--- src/rtl/seq_restoring_div_8bit.sv ---
// Sequential unsigned restoring divider: one shift/compare/subtract step per clock.
// A start/busy/done handshake is used; divide-by-zero completes without iterating.
module seq_restoring_div_8bit #(
  parameter int WIDTH = 8
) (
  input  logic             clk,
  input  logic             rst_n,
  input  logic             start,
  input  logic [WIDTH-1:0] dividend,
  input  logic [WIDTH-1:0] divisor,
  output logic [WIDTH-1:0] quotient,
  output logic [WIDTH-1:0] remainder,
  output logic             busy,
  output logic             done,
  output logic             div_by_zero
);

  localparam int CW = (WIDTH > 1) ? $clog2(WIDTH) : 1;

  localparam logic [1:0] S_IDLE = 2'd0;
  localparam logic [1:0] S_CALC = 2'd1;
  localparam logic [1:0] S_DONE = 2'd2;

  logic [1:0]       r_state;
  logic [WIDTH-1:0] r_d;
  logic [WIDTH-1:0] r_v;
  logic [WIDTH:0]   r_r;
  logic [WIDTH-1:0] r_q;
  logic [CW-1:0]    r_cnt;
  logic [WIDTH-1:0] r_quotient;
  logic [WIDTH-1:0] r_remainder;
  logic             r_busy;
  logic             r_done;
  logic             r_dbz;

  logic [WIDTH:0]   w_t;
  logic             w_ge;
  logic [WIDTH:0]   w_diff;
  logic [WIDTH:0]   w_r_next;
  logic [WIDTH-1:0] w_q_next;

  // Nine-bit compare/subtract keeps the borrow out of the partial remainder.
  always_comb begin
    w_t      = {r_r[WIDTH-1:0], r_d[WIDTH-1]};
    w_ge     = (w_t >= {1'b0, r_v});
    w_diff   = w_t - {1'b0, r_v};
    w_r_next = w_ge ? w_diff : w_t;
    w_q_next = {r_q[WIDTH-2:0], w_ge};
  end

  always_ff @(posedge clk or negedge rst_n) begin
    if (!rst_n) begin
      r_state     <= S_IDLE;
      r_d         <= '0;
      r_v         <= '0;
      r_r         <= '0;
      r_q         <= '0;
      r_cnt       <= '0;
      r_quotient  <= '0;
      r_remainder <= '0;
      r_busy      <= 1'b0;
      r_done      <= 1'b0;
      r_dbz       <= 1'b0;
    end else begin
      r_done <= 1'b0;
      case (r_state)
        S_IDLE, S_DONE: begin
          if (start) begin
            if (divisor != '0) begin
              r_d     <= dividend;
              r_v     <= divisor;
              r_r     <= '0;
              r_q     <= '0;
              r_cnt   <= CW'(WIDTH - 1);
              r_busy  <= 1'b1;
              r_state <= S_CALC;
            end else begin
              r_quotient  <= '1;
              r_remainder <= dividend;
              r_dbz       <= 1'b1;
              r_done      <= 1'b1;
              r_state     <= S_DONE;
            end
          end else begin
            r_state <= S_IDLE;
          end
        end
        S_CALC: begin
          r_d <= {r_d[WIDTH-2:0], 1'b0};
          r_r <= w_r_next;
          r_q <= w_q_next;
          if (r_cnt == '0) begin
            r_quotient  <= w_q_next;
            r_remainder <= w_r_next[WIDTH-1:0];
            r_dbz       <= 1'b0;
            r_done      <= 1'b1;
            r_busy      <= 1'b0;
            r_state     <= S_DONE;
          end else begin
            r_cnt <= r_cnt - CW'(1);
          end
        end
        default: begin
          r_busy  <= 1'b0;
          r_state <= S_IDLE;
        end
      endcase
    end
  end

  assign quotient    = r_quotient;
  assign remainder   = r_remainder;
  assign busy        = r_busy;
  assign done        = r_done;
  assign div_by_zero = r_dbz;

endmodule
--- config.mk ---
export PLATFORM = sky130hd
export DESIGN_NAME = seq_restoring_div_8bit
export DESIGN_NICKNAME = d
export VERILOG_FILES = /design/src/rtl/seq_restoring_div_8bit.sv
export SDC_FILE = /design/constraint.sdc
export NUM_CORES = 1
export LEC_CHECK = 0
export CORE_ASPECT_RATIO = 1.2
export CORE_UTILIZATION = 37
export DETAILED_ROUTE_END_ITERATION = 12
export GPL_TIMING_DRIVEN = 0
export HOLD_SLACK_MARGIN = 0.02
export SLEW_MARGIN = 40
export SYNTH_ARGS = -nofsm -noshare
export SYNTH_HDL_FRONTEND = slang
export SYNTH_SLANG_ARGS = --single-unit
--- constraint.sdc ---
create_clock -name clk -period 1.9 [get_ports clk]
set_input_delay 0.38 -clock clk [delete_from_list [all_inputs] [get_ports clk]]
set_output_delay 0.38 -clock clk [all_outputs]
set_load 0.02 [all_outputs]
# [After elaboration in Yosys (flattened, before gate mapping)]
# Cells that the tools add are included.
[totals] regBits=55 latchBits=0 ramBits=0 mem_bits_ro=0 input_bits=19 elab_cells=68 mem_count=0
[classes] addsub=2 n_mul=0 div_mod_pow=0 n_lt_le_gt_ge=1 n_eq_ne=7 shifts=0 muxes=37 n_bitwise=0 n_reduce_logical=10
[ops] op="8-bit 2-to-1 mux" n=11
[ops] op="8-bit case mux with 2 select lines" n=4
[ops] op="7-bit 2-to-1 mux" n=2
[ops] op="7-bit case mux with 2 select lines" n=1
[ops] op="2-bit inequality test (second input constant)" n=5
[ops] op="9-bit by 8-bit >= comparator with 1-bit output" n=1
[ops] op="3-bit 2-to-1 mux" n=3
[ops] op="3-bit AND reduction" n=3
[ops] op="1-bit 2-to-1 mux" n=8
[ops] op="4-bit AND reduction" n=2
[ops] op="8-bit nonzero test" n=1
[ops] op="8-bit subtractor" n=1
[ops] op="2-bit 2-to-1 mux" n=3
[ops] op="1-bit case mux with 2 select lines" n=3
[ops] op="3-bit case mux with 2 select lines" n=1
[ops] op="2-bit case mux with 2 select lines" n=1
[ops] op="3-bit zero test" n=1
[ops] op="3-bit by 1-bit subtractor with 3-bit output (second input constant)" n=1
[ops] op="2-bit by 1-bit == test with 1-bit output (second input constant)" n=1
[ops] op="2-bit == test (second input constant)" n=1
[ops] op="2-bit zero test" n=1
[ops] op="2-bit nonzero test" n=1
[ops] op="2-bit OR reduction" n=1

# [Logic depth before layout (Yosys ltp)]
[logic_depth] ltp_word=4 ltp_mapped=8 mapped_depth_nobuf=8

# [Least setup slack after synthesis]
# Ideal clock, no wire load.
[synth_timing] path_kind="reg2reg" startpoint="register r_v[1]" endpoint="register r_remainder[2], in the netlist remainder[2]" setup_time_ns=0.137 arrival_ns=1.811 slack_ns=-0.048 path_stages_with_launch=9 n_path_buf=1 cell_sequence="dfrtp_1 > inv_1 > ha_1 > nor2b_1 > o21a_4 > o31a_4 > buf_6 > o211ai_2 > a41oi_2"
[synth_between] elab_chain_cells=4 word_cells_on_any_way=5 classes_between="add/sub (1); order compare (1); mux (3)"
[synth_lines] item="start, declared" line_no="26" rtl="logic [WIDTH-1:0] r_v;"
[synth_lines] item="start signal, assigned" line_no="71" rtl="r_v <= divisor;"
[synth_lines] item="8-bit subtractor / 9-bit by 8-bit >= comparator with 1-bit output (equally long branches)" line_no="46, 45"
[synth_lines] item="8-bit 2-to-1 mux *" line_no="47" rtl="w_r_next = w_ge ? w_diff : w_t;"
[synth_lines] item="8-bit 2-to-1 mux *" line_no="92" rtl="if (r_cnt == '0) begin"
[synth_lines] item="8-bit case mux with 2 select lines *" line_no="66" rtl="case (r_state)"
[synth_lines] item="end signal, assigned" line_no="79" rtl="r_remainder <= dividend;"
[synth_lines] item="end signal, assigned" line_no="94" rtl="r_remainder <= w_r_next[WIDTH-1:0];"
[synth_lines] item="end, declared" line_no="31" rtl="logic [WIDTH-1:0] r_remainder;"
# Mark *: on every way between the ends. The rest lies on a longest branch, timed or not. The select of a mux whose other input is x is not followed.
# A chain may end at the register's enable or synchronous reset.

# [Final worst setup path]
[layout_timing] startpoint="register r_r[0]" endpoint="register r_remainder[2], in the netlist remainder[2]"
[layout_between] elab_chain_cells=4 word_cells_on_any_way=5 classes_between="add/sub (1); order compare (1); mux (3)"
[layout_lines] item="start, declared" line_no="27" rtl="logic [WIDTH:0] r_r;"
[layout_lines] item="start signal, assigned" line_no="90" rtl="r_r <= w_r_next;"
[layout_lines] item="8-bit subtractor / 9-bit by 8-bit >= comparator with 1-bit output (equally long branches)" line_no="46, 45"
[layout_lines] item="8-bit 2-to-1 mux *" line_no="47"
[layout_lines] item="8-bit 2-to-1 mux *" line_no="92"
[layout_lines] item="8-bit case mux with 2 select lines *" line_no="66"
# Marked as above.

==> results_dict.tcl <==
set metrics [dict create \
    outcome "finished, violations left" \
    violations "setup timing" \
    ys_ff_latch 55 \
    routed_wl_um 8369 \
    worst_ir_drop_vdd_v 0.0008264 \
    report.final.hold_viol_count 0 \
    worst_path_max_delay_cell "dfrtp_2" \
    drc_errors 0 \
    critPathArrivalTime_ns 2.19 \
    crit_chain "ha_4 > nor2b_4 > o21a_4 > o31a_4 > buf_8 > o211ai_4 > a41oi_2" \
    grt_pass1_wl_um 13800 \
    setup_slack_ns -0.1010 \
    rsz0062_at_grt "yes" \
    row_count 35 \
    drv_slew 0 \
    final_antenna_net_count 0 \
    yosys-top-cells-area "dfrtp_1, nand2_1, ha_1" \
    antenna_cells 0 \
    synth_top_cell_by_area "dfrtp_1" \
    critical-path-max-stage-delay_ns 0.47 \
    cts.sinks 55 \
    ys_warn_count 0 \
    synth_top_cell_area_share_pct 46.34 \
    grt_pass1_vias 2701 \
    cp-start-kind "register" \
    root_buffer "clkbuf_8" \
    cts_htree_levels 2 \
    clk_pin_slew_ns 0.10 \
    layout-drive-gt1-share_pct 24.55 \
    crit_type "register to register" \
    fin_total_pwr_mw 8.585 \
    yosys.area_share.simple_pct 23.34 \
    path_buf_inv 1 \
    syn_inst 322 \
    post-dp-hpwl_um 5758 \
    setup_viol 9 \
    worst_ep_required_time_ns 2.09 \
    synthMuxAreaShare_pct 0 \
    seq_area_frac_synth_pct 46.34 \
    met1_usage_pct 26.63 \
    wl_per_cell_um 17.47 \
    grtUsageMet2_pct 35.83 \
    path_max_fanout 5 \
    crit_family "compound AO/OA/AOI/OAI gates" \
    dr.pass1.iters 4 \
    gp_congestion 0.8697 \
    place_ws_ns -0.4807 \
    synth_fa_ha_area_share_pct 4.886 \
    maxCapViolCount 0 \
    p_leak_nw 1.719 \
    grt_max_degree 34 \
    synth_top_family_by_area "simple AND/OR/NAND/NOR gates" \
    worst_pin_slew_ns 0.5123 \
    synthFlopType "dfrtp_1" \
    power_density_nw_per_um2 2134 \
    syn_avg_cell_area_sq_um 9.225 \
    syn_area_sq_um 2970 \
    nets 416 \
    synthesis.nets 352 \
    synthArstFlopShare_pct 100.0 \
    busiest_layer "met2" \
    synth_edf_count 0 \
    drt-initial-drc-count 228 \
    area_growth_pct 35.43 \
    holdWs_ns 0.4697 \
    end_kind "register" \
    core-area_sq_um 7707 \
    grtUsageTotal_pct 20.71 \
    globalRouteOverflowTotal 0 \
    hold_path.class "register to register" \
    period_minus_slack_ns 2.001 \
    io_buffers 37 \
    synth_xor_area_share_pct 0.8846 \
    start_util_pct 38.54 \
    r2r_slack_ns -0.10 \
    die_area_sq_um 8392 \
    via_count 2669 \
    cts_tree "done" \
    cts_buffer_depth 2 \
    die_w_um 83.79 \
    final_util_pct 52.19 \
    ys_types 57 \
    antenna_found_initial 0 \
    use_met3_pct 2.961 \
    synth_commonest_cells "dfrtp_1, nand2_1, nor2_1" \
    clkLatencyLatePin_ns 0.31 \
    skew_ns 0.004880 \
    clock.fmax_mhz 499.7 \
    synth.most_common_cell "dfrtp_1" \
    relSlewSlack_pct 65.84 \
    fin_crit_sh_pct 105.3 \
    top_level_ports 38 \
    dieHeight_um 100.2 \
    via_per_inst 5.572 \
    cts_buffers 5 \
    synth_compound_area_share_pct 19.55 \
]
==> cells by family after synthesis <==
| kind of cell | count (synthesis) |
|---|---|
| buf+inv | 33 |
| xor+xnor | 3 |
| fa+ha+maj | 11 |
| flops | 55 |
| compound gates | 81 |
| simple gates | 139 |
==> through the flow <==
stage	instance area (sq um)	setup TNS, ns	instances
6_report	4023	-0.5037	479
5_1_grt	4023	-1.204	479
4_1_cts	3913	-0.4424	474
3_5_place_dp	3518	-16.17	452
3_3_place_gp	3501	-90.81	451
2_1_floorplan	3015	-0.02661	322
==> cell type report <==
cell class,count,area [sq um]
buffer,17,107.6
clock buffer,6,72.57
clock inverter,2,38.79
fill,713,3685
inverter,16,60.06
multi-input combinational,234,1692
sequential,55,1380
tap,92,115.1
timing repair buffer,57,556.8
==> worst paths after layout <==
path	startpoint	endpoint	cells after the start
max reg2reg	r_r[0]	remainder[2]	7
min in group asynchronous	rst_n	quotient[3]	2
max	r_r[0]	remainder[2]	7
min reg2reg	r_cnt[0]	r_cnt[0]	1
max in group asynchronous	rst_n	r_r[1]	3
min	r_cnt[0]	r_cnt[0]	1
==> power breakdown <==
group          internal (mW)  leakage [nW]  switching, mW
Clock                  0.400        0.0558          0.417
Sequential              1.73         0.659          0.368
Combinational           2.57          1.00           3.10
==> cells in the final DEF, fill, tap and decap left out, drive strengths merged, types with 6 or more instances in the layout <==
cell | synthesis | layout
dfrtp | 55 | 55
nand2 | 48 | 48
clkdlybuf4s50 | 0 | 36
nor2 | 31 | 31
buf | 11 | 30
a21oi | 21 | 21
o21ai | 20 | 20
nand3 | 19 | 19
inv | 16 | 17
clkbuf | 6 | 13
ha | 10 | 10
nor3 | 9 | 9
nand4 | 8 | 8
and3 | 8 | 8
a22oi | 6 | 6
o211ai | 6 | 6
==> metal layers <==
| layer | share of wire (%) | wire length (um) |
|---|---|---|
| met2 | 50 | 4201 |
| met5 | 0 | 0 |
| met3 | 3.2 | 270 |
| met1 | 44 | 3723 |
| met4 | 2.1 | 173 |
==> sequential cells by signal, summed over array words and instances, names as in the netlist <==
| signal | cells |
|---|---|
| done | 1 |
| quotient | 8 |
| r_d | 8 |
| r_state | 2 |
| r_q | 7 |
| busy | 1 |
| r_r | 8 |
| div_by_zero | 1 |
| r_cnt | 3 |
| r_v | 8 |
| remainder | 8 |
==> repair_timing <==
action | in CTS | in global routing
pin swaps | 9 | 11
resized for setup | 44 | 17
gates cloned | 1 | 0
hold buffers | 1 | 0
endpoints found under the setup margin | 45 | 35
endpoints found under the hold margin | 22 | 0
setup buffers | 12 | 5
(Power assumes the default switching activity.)
==> patch: new RTL, same flow settings <==
The parameter `WIDTH` goes from 8 to 4.
--- a/src/rtl/seq_restoring_div_8bit.sv
+++ b/src/rtl/seq_restoring_div_8bit.sv
@@ -1,7 +1,7 @@
 // Sequential unsigned restoring divider: one shift/compare/subtract step per clock.
 // A start/busy/done handshake is used; divide-by-zero completes without iterating.
 module seq_restoring_div_8bit #(
-  parameter int WIDTH = 8
+  parameter int WIDTH = 4
 ) (
   input  logic             clk,
   input  logic             rst_n,
Interface: changed (resized dividend, divisor, quotient and remainder); port bits go from 38 to 22. The function was not compared with the original's and may differ.
==> patch against the original RTL <==
Setup slack better by 150 ps; sequential cell count down 25; critical path depth down 2; count of clock-buffer cells in the layout up 1; synthesized cell count down 53%; power down 55%; wire length down 57%; area after synthesis down 49%; cell area down 51%.
==> patch: results (changes against the original RTL) <==
Layout Nets=201 (-52%); sequential cell area share=38.4% (+4.1 points); status=completed; multi-input gates=106 (-55%); Synth area leaders=dfrtp_1 50%, nand2_1 6.5%, ha_1 4.2%; post-synthesis register bit count=30 (-45%); Clock Buffer Count=7 (+1); fill count=374 (-48%); largest net degree at the start of global routing=31 (-8.8%); initial antenna violation count=0 (unchanged); syn nets=167 (-53%); Avg Vias per Cell=5.38 (-3.4%); Setup Skew=7.22 ps (+2.34 ps); leakage=0.827 nW (-52%); multi-input gate share of total cell area=37.5% (-4.5 points); placed cell areas=1780 um^2 (-49%); Data buffer area share=14.4% (-2.1 points); n_diodes=0 (unchanged); Syn. warnings=0 (unchanged); sequential area share after synthesis=49.9% (+3.5 points); Buffers excl. clock=33 (-55%); vias in the first global route=1294 (-52%); Clock Network Area Fraction=4.67% (+1.9 points); 1st-iter DRT viols=84 (-63%); Async S/R FF share, synth=100% (unchanged); GRT Total Usage=19.2% (-1.5 points); total CTS buffers=5 (unchanged); chip width=60.2 um (-28%); Worst-Skew Late Latency=280 ps (-30 ps); worst vdd ir=715 uV (-14%); worst slack, placed=-282 ps (+198 ps); pwr/cell area=1980 nW/um^2 (-7.1%); clock share of power=13.8% (+4.3 points); Clock transition at path regs=70 ps (-30 ps); internal power component=2.24 mW (-52%); CTS H-tree depth=2 (unchanged); Avg WL per Cell=15.0 um (-14%); port bufs=21 (-43%); HPWL after detailed placement=2560 um (-56%); non-clock inverter total of the final layout=8 (-8); top cells by count, synth=30 x dfrtp_1, 26 x nand2_1, 13 x nor2_1; multi-input logic area=733 um^2 (-57%); Max Fanout on Critical Path=7 (+2); ratio of cells with drive above 1 in the final layout=17.8% (-6.7 points); root buffer cell=clkbuf_8; Comb pwr share=57.0% (-9.0 points); HP Class=primary input to asynchronous set/reset pin; Crit path arrival time=2000 ps (-190 ps); Final GP Congestion=0.798 (-8.2%); Slew headroom=54.5% (-11 points); first-pass GRT wire length=6130 um (-56%); Netlist cell types=38 (-33%)
[patch: critical path, stage by stage, from the launching register on]
cell	delay (ps)
dfrtp_1	450
ha_4	200
or4_4	540
a21oi_4	220
nand4b_1	190
a41oi_2	120
[patch: metrics by stage]
stage,instances,hold WS (ps)
floorplan,150,84.4
global placement,225,458
detailed placement,225,469
CTS,234,166
global route,239,198
finish,239,129
[patch: final timing paths]
path                                            end  slack, ps  cells after the start                 start
max                        remainder[1]$_DFFE_PN0P_         50                      5    r_r[0]$_DFFE_PN0P_
max reg2reg                remainder[1]$_DFFE_PN0P_         50                      5    r_r[0]$_DFFE_PN0P_
min in group clk               r_cnt[0]$_DFFE_PN0P_        480                      1  r_cnt[0]$_DFFE_PN0P_
min                              r_r[2]$_DFFE_PN0P_        130                      1                 rst_n
max in group asynchronous        r_q[2]$_DFFE_PN0P_       1320                      1                 rst_n
min reg2reg                    r_cnt[0]$_DFFE_PN0P_        480                      1  r_cnt[0]$_DFFE_PN0P_
[patch: metal layers]
metal	wire length [um]	vias to the layer above	share of wire [%]	track usage [%]
met5	0	-	0	0
met4	43	0	1.2	8.27
met3	107	7	3.0	3.25
met2	1860	26	52	31.1
met1	1580	651	44	24.8
li1	-	603	-	-
[patch: repair_timing]
action	CTS	global route
hold endpoints to repair	0	0
pin swaps	0	2
buffers inserted	1	5
endpoints found under the setup margin	1	17
resized for setup	2	8
[patch: cells by family after synthesis]
group / count (synthesis) / share of synthesized area [%]
AOI/OAI and AO/OA: 38 / 19.5
xor gates and xnor gates: 1 / 0.582
adders and majority gates: 6 / 5.49
buffers and inverters: 14 / 3.82
DFF: 30 / 49.9
muxes: 1 / 0.748
and+or+nand+nor: 60 / 20.0
